## config.mk

```make
export PLATFORM = sky130hd
export DESIGN_NAME = dda_sequencer_flat
export DESIGN_NICKNAME = d
export VERILOG_FILES = /design/src/rtl/dda_seq_pkg.sv /design/src/rtl/dda_seq_if.sv /design/src/rtl/dda_seq_txq.sv /design/src/rtl/dda_sequencer.sv /design/src/flat_wrapper.sv
export SDC_FILE = /design/constraint.sdc
export NUM_CORES = 1
export LEC_CHECK = 0
export ABC_AREA = 1
export BUFFER_PORTS_ARGS = -buffer_cell sky130_fd_sc_hd__buf_2
export CAP_MARGIN = 20
export CORE_MARGIN = 5
export CORE_UTILIZATION = 55
export CTS_CLUSTER_DIAMETER = 30
export CTS_CLUSTER_SIZE = 24
export DETAILED_ROUTE_END_ITERATION = 8
export PLACE_DENSITY = 0.76
export SYNTH_ARGS = -nofsm -noshare
export SYNTH_HDL_FRONTEND = slang
export SYNTH_SLANG_ARGS = --single-unit
```

## constraint.sdc

```tcl
create_clock -name clk -period 5.2 [get_ports clk]
set_input_delay 0.52 -clock clk [delete_from_list [all_inputs] [get_ports clk]]
set_output_delay 0.52 -clock clk [all_outputs]
set_load 0.05 [all_outputs]
```

## src/rtl/dda_seq_pkg.sv

```systemverilog
// Shared constants, FSM encoding and opcode argument table
// for the DDA UART command sequencer.
package dda_seq_pkg;

    localparam logic [7:0] OP_LOAD  = 8'h01;
    localparam logic [7:0] OP_RUN   = 8'h02;
    localparam logic [7:0] OP_READ  = 8'h03;
    localparam logic [7:0] ACK_BYTE = 8'hA5;
    localparam logic [7:0] ERR_BYTE = 8'hEE;

    localparam int QDEPTH = 8;
    localparam int QW     = QDEPTH * 8;

    typedef enum logic [2:0] {
        ST_IDLE   = 3'd0,
        ST_ARGS   = 3'd1,
        ST_RUN    = 3'd2,
        ST_RESP   = 3'd3,
        ST_WAITTX = 3'd4
    } state_t;

    function automatic logic [3:0] arg_count(
        input logic [7:0] op
    );
        unique case (1'b1)
            op == OP_LOAD: arg_count = 4'd10;
            op == OP_RUN:  arg_count = 4'd2;
            default:       arg_count = 4'd0;
        endcase
    endfunction

endpackage

```

## src/rtl/dda_seq_if.sv

```systemverilog
// UART-side byte handshake between the host link
// and the DDA sequencer.
interface dda_seq_if;

    logic       rx_valid;
    logic [7:0] rx_byte;
    logic       tx_busy;
    logic       tx_start;
    logic [7:0] tx_byte;

    modport master (
        output rx_valid, rx_byte, tx_busy,
        input  tx_start, tx_byte
    );

    modport slave (
        input  rx_valid, rx_byte, tx_busy,
        output tx_start, tx_byte
    );

endinterface

```

## src/rtl/dda_seq_txq.sv

```systemverilog
// Response byte queue: loaded as a whole frame,
// drained one byte at a time, byte 0 first.
module dda_seq_txq
    import dda_seq_pkg::*;
(
    input  logic          clk,
    input  logic          rst_n,
    input  logic          load,
    input  logic [QW-1:0] data,
    input  logic [3:0]    len,
    input  logic          pop,
    output logic [7:0]    head,
    output logic          empty
);

    logic [QW-1:0] mem;
    logic [3:0]    rd;
    logic [3:0]    cnt;

    always_ff @(posedge clk or negedge rst_n) begin
        if (!rst_n) begin
            mem <= '0;
            rd  <= '0;
            cnt <= '0;
        end else if (load) begin
            mem <= data;
            rd  <= '0;
            cnt <= len;
        end else if (pop && !empty) begin
            rd <= rd + 4'd1;
        end
    end

    assign head  = mem[{rd[2:0], 3'b000} +: 8];
    assign empty = (rd == cnt);

endmodule

```

## src/rtl/dda_sequencer.sv

```systemverilog
// UART command sequencer for the posit DDA (LOAD/RUN/READ).
// Define DDA_SEQ_CHECKSUM_EN to append an XOR byte to each response.
module dda_sequencer
    import dda_seq_pkg::*;
#(
    parameter int N           = 16,
    parameter int TIMEOUT_CYC = 50000
) (
    input  logic         clk,
    input  logic         rst_n,
    dda_seq_if.slave     bus,
    output logic         dda_en,
    output logic [N-1:0] ic1,
    output logic [N-1:0] ic2,
    output logic [N-1:0] vK_M,
    output logic [N-1:0] vD_M,
    output logic [N-1:0] dt,
    input  logic [N-1:0] v1,
    input  logic [N-1:0] v2,
    output logic         busy
);

    localparam int TW = $clog2(TIMEOUT_CYC + 1);

    state_t        state;
    logic [7:0]    op_q;
    logic [3:0]    idx;
    logic [71:0]   sh;
    logic [15:0]   steps;
    logic [TW-1:0] timer;
    logic          seen_busy;

    logic [79:0]   frame;
    logic          last;
    logic [15:0]   v1w;
    logic [15:0]   v2w;
    logic          b_load;
    logic [QW-1:0] b_data;
    logic [3:0]    b_len;
    logic [QW-1:0] q_data;
    logic [3:0]    q_len;
    logic          q_pop;
    logic [7:0]    q_head;
    logic          q_empty;

    assign frame = {sh, bus.rx_byte};
    assign last  = (idx == arg_count(op_q) - 4'd1);
    assign v1w   = 16'(v1);
    assign v2w   = 16'(v2);
    assign busy  = (state != ST_IDLE);
    assign q_pop = (state == ST_RESP) && !bus.tx_busy;

    always_comb begin
        b_load = 1'b0;
        b_data = '0;
        b_len  = 4'd1;
        case (state)
            ST_IDLE: begin
                if (bus.rx_valid) begin
                    if (bus.rx_byte == OP_READ) begin
                        b_load       = 1'b1;
                        b_data[31:0] = {v2w[7:0], v2w[15:8],
                                        v1w[7:0], v1w[15:8]};
                        b_len        = 4'd4;
                    end else if (arg_count(bus.rx_byte) == 4'd0) begin
                        b_load      = 1'b1;
                        b_data[7:0] = ERR_BYTE;
                    end
                end
            end
            ST_ARGS: begin
                if (bus.rx_valid && last &&
                    (op_q == OP_LOAD || frame[15:0] == 16'd0)) begin
                    b_load      = 1'b1;
                    b_data[7:0] = ACK_BYTE;
                end
            end
            ST_RUN: begin
                if (steps == 16'd1) begin
                    b_load      = 1'b1;
                    b_data[7:0] = ACK_BYTE;
                end
            end
            default: ;
        endcase
    end

`ifdef DDA_SEQ_CHECKSUM_EN
    logic [7:0] ck;

    // unused queue bytes are zero, so folding all of them is safe
    always_comb begin
        ck = '0;
        for (int i = 0; i < QDEPTH; i++) begin
            ck = ck ^ b_data[i*8 +: 8];
        end
        q_data = b_data | (QW'(ck) << {b_len, 3'b000});
        q_len  = b_len + 4'd1;
    end
`else
    assign q_data = b_data;
    assign q_len  = b_len;
`endif

    dda_seq_txq u_txq (
        .clk   (clk),
        .rst_n (rst_n),
        .load  (b_load),
        .data  (q_data),
        .len   (q_len),
        .pop   (q_pop),
        .head  (q_head),
        .empty (q_empty)
    );

    always_ff @(posedge clk or negedge rst_n) begin
        if (!rst_n) begin
            state        <= ST_IDLE;
            op_q         <= '0;
            idx          <= '0;
            sh           <= '0;
            steps        <= '0;
            timer        <= '0;
            seen_busy    <= 1'b0;
            dda_en       <= 1'b0;
            bus.tx_start <= 1'b0;
            bus.tx_byte  <= '0;
            ic1          <= '0;
            ic2          <= '0;
            vK_M         <= '0;
            vD_M         <= '0;
            dt           <= '0;
        end else begin
            bus.tx_start <= 1'b0;
            case (state)
                ST_IDLE: begin
                    if (bus.rx_valid) begin
                        op_q  <= bus.rx_byte;
                        idx   <= '0;
                        timer <= '0;
                        if (arg_count(bus.rx_byte) != 4'd0)
                            state <= ST_ARGS;
                        else
                            state <= ST_RESP;
                    end
                end
                ST_ARGS: begin
                    if (bus.rx_valid) begin
                        timer <= '0;
                        sh    <= frame[71:0];
                        idx   <= idx + 4'd1;
                        if (last) begin
                            if (op_q == OP_LOAD) begin
                                ic1   <= N'(frame[79:64]);
                                ic2   <= N'(frame[63:48]);
                                vK_M  <= N'(frame[47:32]);
                                vD_M  <= N'(frame[31:16]);
                                dt    <= N'(frame[15:0]);
                                state <= ST_RESP;
                            end else if (frame[15:0] == 16'd0) begin
                                state <= ST_RESP;
                            end else begin
                                steps  <= frame[15:0];
                                dda_en <= 1'b1;
                                state  <= ST_RUN;
                            end
                        end
                    end else if (timer == TW'(TIMEOUT_CYC)) begin
                        timer <= '0;
                        state <= ST_IDLE;
                    end else begin
                        timer <= timer + 1'b1;
                    end
                end
                ST_RUN: begin
                    steps <= steps - 16'd1;
                    if (steps == 16'd1) begin
                        dda_en <= 1'b0;
                        state  <= ST_RESP;
                    end
                end
                ST_RESP: begin
                    if (!bus.tx_busy) begin
                        bus.tx_start <= 1'b1;
                        bus.tx_byte  <= q_head;
                        seen_busy    <= 1'b0;
                        state        <= ST_WAITTX;
                    end
                end
                ST_WAITTX: begin
                    if (bus.tx_busy)
                        seen_busy <= 1'b1;
                    else if (seen_busy)
                        state <= q_empty ? ST_IDLE : ST_RESP;
                end
                default: state <= ST_IDLE;
            endcase
        end
    end

endmodule

```

## src/flat_wrapper.sv

```systemverilog
// flat-port wrapper written by rule: the top's interface ports become plain ports
module dda_sequencer_flat import dda_seq_pkg::*;
#(
    parameter int N           = 16,
    parameter int TIMEOUT_CYC = 50000
)
  (clk, rst_n, dda_en, ic1, ic2, vK_M, vD_M, dt, v1, v2, busy, bus_rx_valid, bus_rx_byte, bus_tx_busy, bus_tx_start, bus_tx_byte);
  dda_seq_if bus_i ();
  input  logic clk;
  input  logic rst_n;
  output logic dda_en;
  output logic [N-1:0] ic1;
  output logic [N-1:0] ic2;
  output logic [N-1:0] vK_M;
  output logic [N-1:0] vD_M;
  output logic [N-1:0] dt;
  input  logic [N-1:0] v1;
  input  logic [N-1:0] v2;
  output logic busy;
  input wire logic [$bits(bus_i.rx_valid)-1:0] bus_rx_valid;
  input wire logic [$bits(bus_i.rx_byte)-1:0] bus_rx_byte;
  input wire logic [$bits(bus_i.tx_busy)-1:0] bus_tx_busy;
  output wire logic [$bits(bus_i.tx_start)-1:0] bus_tx_start;
  output wire logic [$bits(bus_i.tx_byte)-1:0] bus_tx_byte;
  assign bus_i.rx_valid = bus_rx_valid;
  assign bus_i.rx_byte = bus_rx_byte;
  assign bus_i.tx_busy = bus_tx_busy;
  assign bus_tx_start = bus_i.tx_start;
  assign bus_tx_byte = bus_i.tx_byte;
  dda_sequencer #(.N(N), .TIMEOUT_CYC(TIMEOUT_CYC)) u_core (.clk(clk), .rst_n(rst_n), .bus(bus_i), .dda_en(dda_en), .ic1(ic1), .ic2(ic2), .vK_M(vK_M), .vD_M(vD_M), .dt(dt), .v1(v1), .v2(v2), .busy(busy));
endmodule
```

==> run metrics, run 1 <==
Ys Warns=0; M1 GR Usage=33.1%; Clock Skews=24.3 ps; PostCTS Resize Cnt=0; via count=9103; TritonCTS clock tree=built; Final Hold Vio Count=0; post-DP HPWL=16700 um; Net Count, Synth=1341; ANT cells=0; initial antenna violation count=1; dpl cell area=11800 um^2; clk sinks=248; post-CTS setup repair buffer count=0; adder-cell share of the synthesized area=0.680%; commonest register cell after synthesis=dfrtp_1; H-tree depth=2; synth cell count leaders=nand2_1 (316), dfrtp_1 (248), o21ai_0 (201), inv_1 (169), nor2_1 (66); Nets=1474; number of synthesized flops with an enable pin=0; Final min period=2540 ps; maximum operating frequency=394 MHz; CTS Root Cell=clkbuf_16; status=finished clean; post-synth cell types=41; Initial Util=56.3%; Buffers on Ports=134; total gr overflow=0; Final GP Congestion=0.901; maximum fanout along the worst path=34; share of post-route cells with drive strength above 1=17.6%; P_leak=0.00670 uW; main combinational cell family by area after synthesis=simple AND/OR/NAND/NOR gates; measured slew at the worst slew-check pin=963 ps; Post-Synth XOR/XNOR Area=1.11%; Max Buffers Root-to-Sink=3; Mapped Area=11000 um^2; Worst Path Arrival=2900 ps; mux contribution to synthesized area=0%; Die Wd=152 um; full die area=23000 um^2; # rows=51; most common cell in the synthesized netlist=nand2_1; post-synthesis simple-gate area fraction=19.9%; RSZ-0062 raised after global routing=false; worst skew pair latency=530 ps; Req. time, crit path=5560 ps; worst min path class=input port to asynchronous set/reset pin; largest net degree at the start of global routing=136; max-slew violations=0; first-pass GRT wire length=43400 um; sequential element share of the synthesized area=56.2%; CORE AREA=19600 um^2; Final Cell Area=13500 um^2; nature of the critical path startpoint=flop; M2 GR Usage=37.4%; I/O pin cnt=135; Setup crit end kind=flop; Sum Neg Setup Slack=0 ps; drt wl/cell=15.3 um; Final period util=48.8%; crit path kind=flop to flop; clk slew on worst S/H paths=50 ps; Yosys top cell by area=dfrtp_1; CTS Buf Count=44; global routing's busiest layer=met2; number of max-cap violations=0; Syn Inst Count=1291; Synth top area share=56.2%; total track usage=23.2%; Max transition margin=35.8%; Routed WL=26400 um; Vias/cell=5.28; DR pass1 iterations=5; fraction of registers with async set/reset=100%; Pwr Density=555 nW/um^2; Crit Reg-Reg Startpoint=u_core.state[0]; Final setup viols=0; syn_area_per_cell=8.55 um^2; hold_buf cts=0; final core occ=68.9%; Chip Height=152 um; most area-consuming cells after synthesis=dfrtp_1 (56%), nand2_1 (11%), o21ai_0 (9.1%); detailed-route DRC error count=0; 1st-iter DRT viols=733; Setup crit start=u_core.state[0]; Area Growth Syn to Fin=22.2%; number of global-route vias before repair=8666; compound-cell area share of the yosys netlist=13.9%; Post-DRT Antenna Nets=0; #FFs+latches synth=248; peak supply drop=0.000274 V; global routing usage on met3=3.39%
worst paths after layout:
path / to / slack, ps / cells past startpoint
min in group clk: u_core.u_txq.mem[14] / 220 / 3
min: u_core.vK_M[11] / 60 / 1
max reg2reg: u_core.u_txq.mem[1] / 2660 / 6
max in group asynchronous: u_core.u_txq.mem[13] / 3930 / 2
max: u_core.u_txq.mem[1] / 2660 / 6
min reg2reg: u_core.vK_M[12] / 480 / 2
state kept, by name, indices dropped and copies added, names as in the netlist, 16 cells and up:
signal / flops
u_core.vD_M: 16
u_core.dt: 16
u_core.ic1: 16
u_core.ic2: 16
u_core.steps: 16
u_core.u_txq.mem: 32
u_core.vK_M: 16
u_core.timer: 16
u_core.sh: 72
stage by stage:
| step | hold slack, ps | instances | total power, uW | setup WS, ps |
|---|---|---|---|---|
| after floorplan | 224 | 1291 | 3960 | 3360 |
| after global placement | 463 | 1641 | 4360 | 2640 |
| after detailed placement | 468 | 1641 | 4420 | 2540 |
| after CTS | 135 | 1723 | 7500 | 2570 |
| after global routing | 190 | 1725 | 7930 | 2480 |
| final | 58.2 | 1725 | 7490 | 2660 |
placed cells by master (no fill, tap or decap), types with 4 or more instances in the layout:
master / n
buf_2: 133
nor3_1: 14
ha_1: 6
clkbuf_16: 45
xor2_1: 13
clkbuf_1: 5
nand2_2: 7
dfrtp_1: 248
o22ai_1: 4
nor2_1: 66
nand3_1: 44
o21ai_0: 201
o21ai_1: 50
inv_1: 169
bufinv_16: 7
nand2_4: 8
nand4_1: 22
inv_2: 9
o31ai_1: 5
a21oi_1: 26
clkbuf_8: 6
inv_6: 8
clkinvlp_4: 4
nand2_1: 316
where the power goes:
group	internal (uW)	switching [uW]	total, uW	leakage (uW)
clock network	2040	1000	3040	0.000769
logic	538	1290	1830	0.00259
registers	2310	312	2620	0.00334
total	4890	2610	7490	0.00670
logic make-up after synthesis:
family | count (synthesis)
AND/OR/NAND/NOR | 497
buffers and inverters | 231
flip-flops | 248
XOR/XNOR | 14
AO/OA/AOI/OAI | 295
adder cells (fa/ha/maj) | 6
final cells by class:
cell class | count | area, um^2
Multi-Input combinational cell | 812 | 3920
Inverter | 179 | 672
Timing Repair Buffer | 139 | 771
Clock buffer | 56 | 1230
Tap cell | 265 | 332
Fill cell | 1489 | 6100
Sequential cell | 248 | 6210
Clock inverter | 26 | 363
routing by layer:
layer,vias up,wire length (um),share of wire [%]
li1,4426,-,-
met1,4333,11400,43
met2,293,12900,49
met3,49,1570,6.0
met4,2,500,1.9
met5,-,13,0.049
worst max-delay path, cell delays in order (launching register included):
cell and delay (ps):
dfrtp_1 410, inv_2 150, nand3_2 320, inv_2 440
nand4_1 310, nand3_2 590, o21ai_0 150
No activity file was read; power rests on OpenSTA's default activity.
==> run 2: changes to the inputs <==
ABC_AREA = 0   (was 1)
clock period = 2.6 ns   (was 5.2 ns; I/O delays follow)
==> run 2 against run 1 <==
  * Worst hold slack lost 46 ps
  * Sequential share of layout area is 0.49 points lower
  * Via count shrank 12%
  * Clock skew down 0.95 ps
  * Fmax up 1.7%
  * Clock-buffer cell count rose by 11
  * Global-route usage grew 1.5 points
  * Non-clock buffer count is 67 higher
  * Sequential cell count is the same
  * Critical path type unchanged
  * Highest routed layer is now met4
==> run metrics, run 2 <==
status=finished clean (unchanged); worst skew pair latency=540 ps (was 530 ps); Die Wd=148 um (was 152 um); commonest non-fill, non-tap cells in the layout=nand2_1 (260), dfrtp_1 (248), buf_2 (133) (was nand2_1 (316), dfrtp_1 (248), o21ai_0 (201)); Worst Path Arrival=2900 ps (about the same); clk sinks=248 (unchanged); total track usage=24.7% (was 23.2%); drt wl/cell=18.8 um (was 15.3 um); most area-consuming cells after synthesis=dfrtp_1 (59%), nand2_1 (9.3%), mux2_2 (8.6%) (was dfrtp_1 (56%), nand2_1 (11%), o21ai_0 (9.1%)); Crit Reg-Reg Startpoint=u_core.op_q[3] (was u_core.state[0]); commonest register cell after synthesis=dfrtp_1 (unchanged); Syn Inst Count=941 (was 1291); hold slack=12.7 ps (was 58.2 ps); CTS Buf Count=47 (was 44); Req. time, crit path=3000 ps (was 5560 ps); r2r setup slk=100 ps (was 2660 ps); Buffers on Ports=134 (unchanged); clk slew on worst S/H paths=50 ps (about the same); Max Buffers Root-to-Sink=3 (unchanged); measured slew at the worst slew-check pin=834 ps (was 963 ps); Largest Register=u_core.sh (unchanged); Sum Neg Setup Slack=0 ps (unchanged); Pwr Density=1090 nW/um^2 (was 555 nW/um^2); Net Count, Synth=991 (was 1341); Ys Warns=0 (unchanged); Tot Pwr=14900 uW (was 7490 uW); TritonCTS clock tree=built (unchanged); Final min period=2500 ps (was 2540 ps); area of the multi-input gates=4040 um^2 (was 3920 um^2); Vias/cell=5.65 (was 5.28); detailed-route DRC error count=0 (unchanged); maximum fanout along the worst path=27 (was 34); fillcell total=1213 (was 1489); CORE AREA=18800 um^2 (was 19600 um^2); Nets=1195 (was 1474); max-slew violations=0 (unchanged); most common cell in the synthesized netlist=nand2_1 (unchanged); peak supply drop=0.000704 V (was 0.000274 V); Worst Min Path Start=bus_rx_byte[5]; number of max-cap violations=0 (unchanged); syn_area_per_cell=11.2 um^2 (was 8.55 um^2); number of synthesized flops with an enable pin=0 (unchanged); full die area=22000 um^2 (was 23000 um^2); Setup crit end kind=flop (unchanged); Met1 Routed Length=11400 um (about the same); 1st-iter DRT viols=717 (was 733); maximum operating frequency=401 MHz (was 394 MHz); R2R depth=6 (unchanged); Final period util=96.0% (was 48.8%); most common library cell in the layout ignoring fill and taps=nand2_1 (unchanged); flip-flop and latch area=6210 um^2 (unchanged); post-synth cell types=72 (was 41); crit path kind=flop to flop (unchanged); sequential element share of the synthesized area=58.9% (was 56.2%); top sig layer=met4 (was met5); I/O pin cnt=135 (unchanged); first-pass GRT wire length=43900 um (was 43400 um); total gr overflow=0 (unchanged); synth cell count leaders=nand2_1 (261), dfrtp_1 (248), mux2_2 (80), nor2_1 (43), a22o_1 (34) (was nand2_1 (316), dfrtp_1 (248), o21ai_0 (201), inv_1 (169), nor2_1 (66)); CTS Root Cell=clkbuf_16 (unchanged); worst min path class=input port to flop (was input port to asynchronous set/reset pin); Final GP Congestion=0.825 (was 0.901); Initial Util=56.1% (was 56.3%); # rows=50 (was 51); hold path depth=3; WL met3=1790 um (was 1570 um); post-DP HPWL=16200 um (was 16700 um); initial antenna violation count=1 (unchanged); Max transition margin=43.8% (was 35.8%); Clock Skews=23.4 ps (was 24.3 ps); max reg flops=72 (unchanged); largest net degree at the start of global routing=76 (was 136); Chip Height=148 um (was 152 um); fraction of registers with async set/reset=100% (unchanged); Met2 Routed Length=13000 um (was 12900 um); final core occ=72.7% (was 68.9%); RSZ-0062 raised after global routing=false (unchanged); share of post-route cells with drive strength above 1=30.3% (was 17.6%); Synth top area share=58.9% (was 56.2%); Final setup viols=0 (unchanged); Area Growth Syn to Fin=29.5% (was 22.2%); Mapped Area=10500 um^2 (was 11000 um^2); Largest regs=u_core.sh: 72 flops, u_core.u_txq.mem: 32 flops (unchanged); nature of the critical path startpoint=flop (unchanged); Yosys top cell by area=dfrtp_1 (unchanged); Final Hold Vio Count=0 (unchanged); P_leak=0.00710 uW (was 0.00670 uW); Post-DRT Antenna Nets=0 (unchanged); Setup crit start=u_core.op_q[3] (was u_core.state[0]); H-tree depth=2 (unchanged); post-CTS setup repair buffer count=0 (unchanged); #FFs+latches synth=248 (unchanged); DR pass1 iterations=6 (was 5); Routed WL=26700 um (was 26400 um); via count=8012 (was 9103); number of global-route vias before repair=8455 (was 8666)
[run 2: worst paths after layout]
check,to
setup / recovery,u_core.ic1[14]
hold reg to reg,u_core.sh[69]
max in group asynchronous,u_core.timer[10]
min in group asynchronous,u_core.u_txq.mem[21]
setup reg to reg,u_core.ic1[14]
hold / removal,u_core.op_q[5]
[run 2: per-layer routing]
| layer | vias up | track usage [%] |
|---|---|---|
| met5 | - | 0 |
| met4 | 0 | 8.55 |
| met3 | 46 | 4.91 |
| met2 | 305 | 39.6 |
| met1 | 3977 | 34.0 |
| li1 | 3684 | - |
[run 2: layout make-up]
cell class | instances | share of cell area [%]
multi-input combinational | 632 | 29.7
clock inverter | 20 | 2.27
inverter | 10 | 0.275
sequential | 248 | 45.5
antenna | 1 | 0.0184
clock buffer | 67 | 10.1
timing repair buffer | 206 | 10.1
tap | 234 | 2.15
[run 2: repair_timing]
item,CTS,global route
hold buffers,30,0
resized for setup,0,0
hold endpoints to repair,92,0
[run 2: logic make-up (layout without fill, tap and decap cells)]
family	after synthesis	count (layout)	synth area share [%]
AND/OR/NAND/NOR	402	402	17.2
flip-flops	248	248	58.9
AO/OA/AOI/OAI	113	113	8.21
multiplexers	90	90	10.5
buffers and inverters	61	303	2.70
XOR/XNOR	21	21	1.75
adder cells (fa/ha/maj)	6	6	0.713
other	0	1	0
[run 2: stage by stage]
stage	worst slack, ps	area [um^2]	instances
floorplan	389	10500	941
finish	104	13600	1418
global route	12.3	13600	1418
detailed placement	161	11700	1300
CTS	140	13600	1417
global placement	226	11700	1300
[run 2: where the power goes]
group / switching, uW / internal [uW] / leakage, uW
sequential: 823 / 4650 / 0.00333
combinational: 1840 / 1240 / 0.00295
clock: 1980 / 4360 / 0.000818
total: 4650 / 10300 / 0.00710
[run 2: worst max-delay path, stage by stage (launching register included)]
cell and delay, ps:
dfrtp_1 400, nor4_2 450, and4_1 260, o221a_2 300
and2_4 340, buf_12 230, mux2_2 360
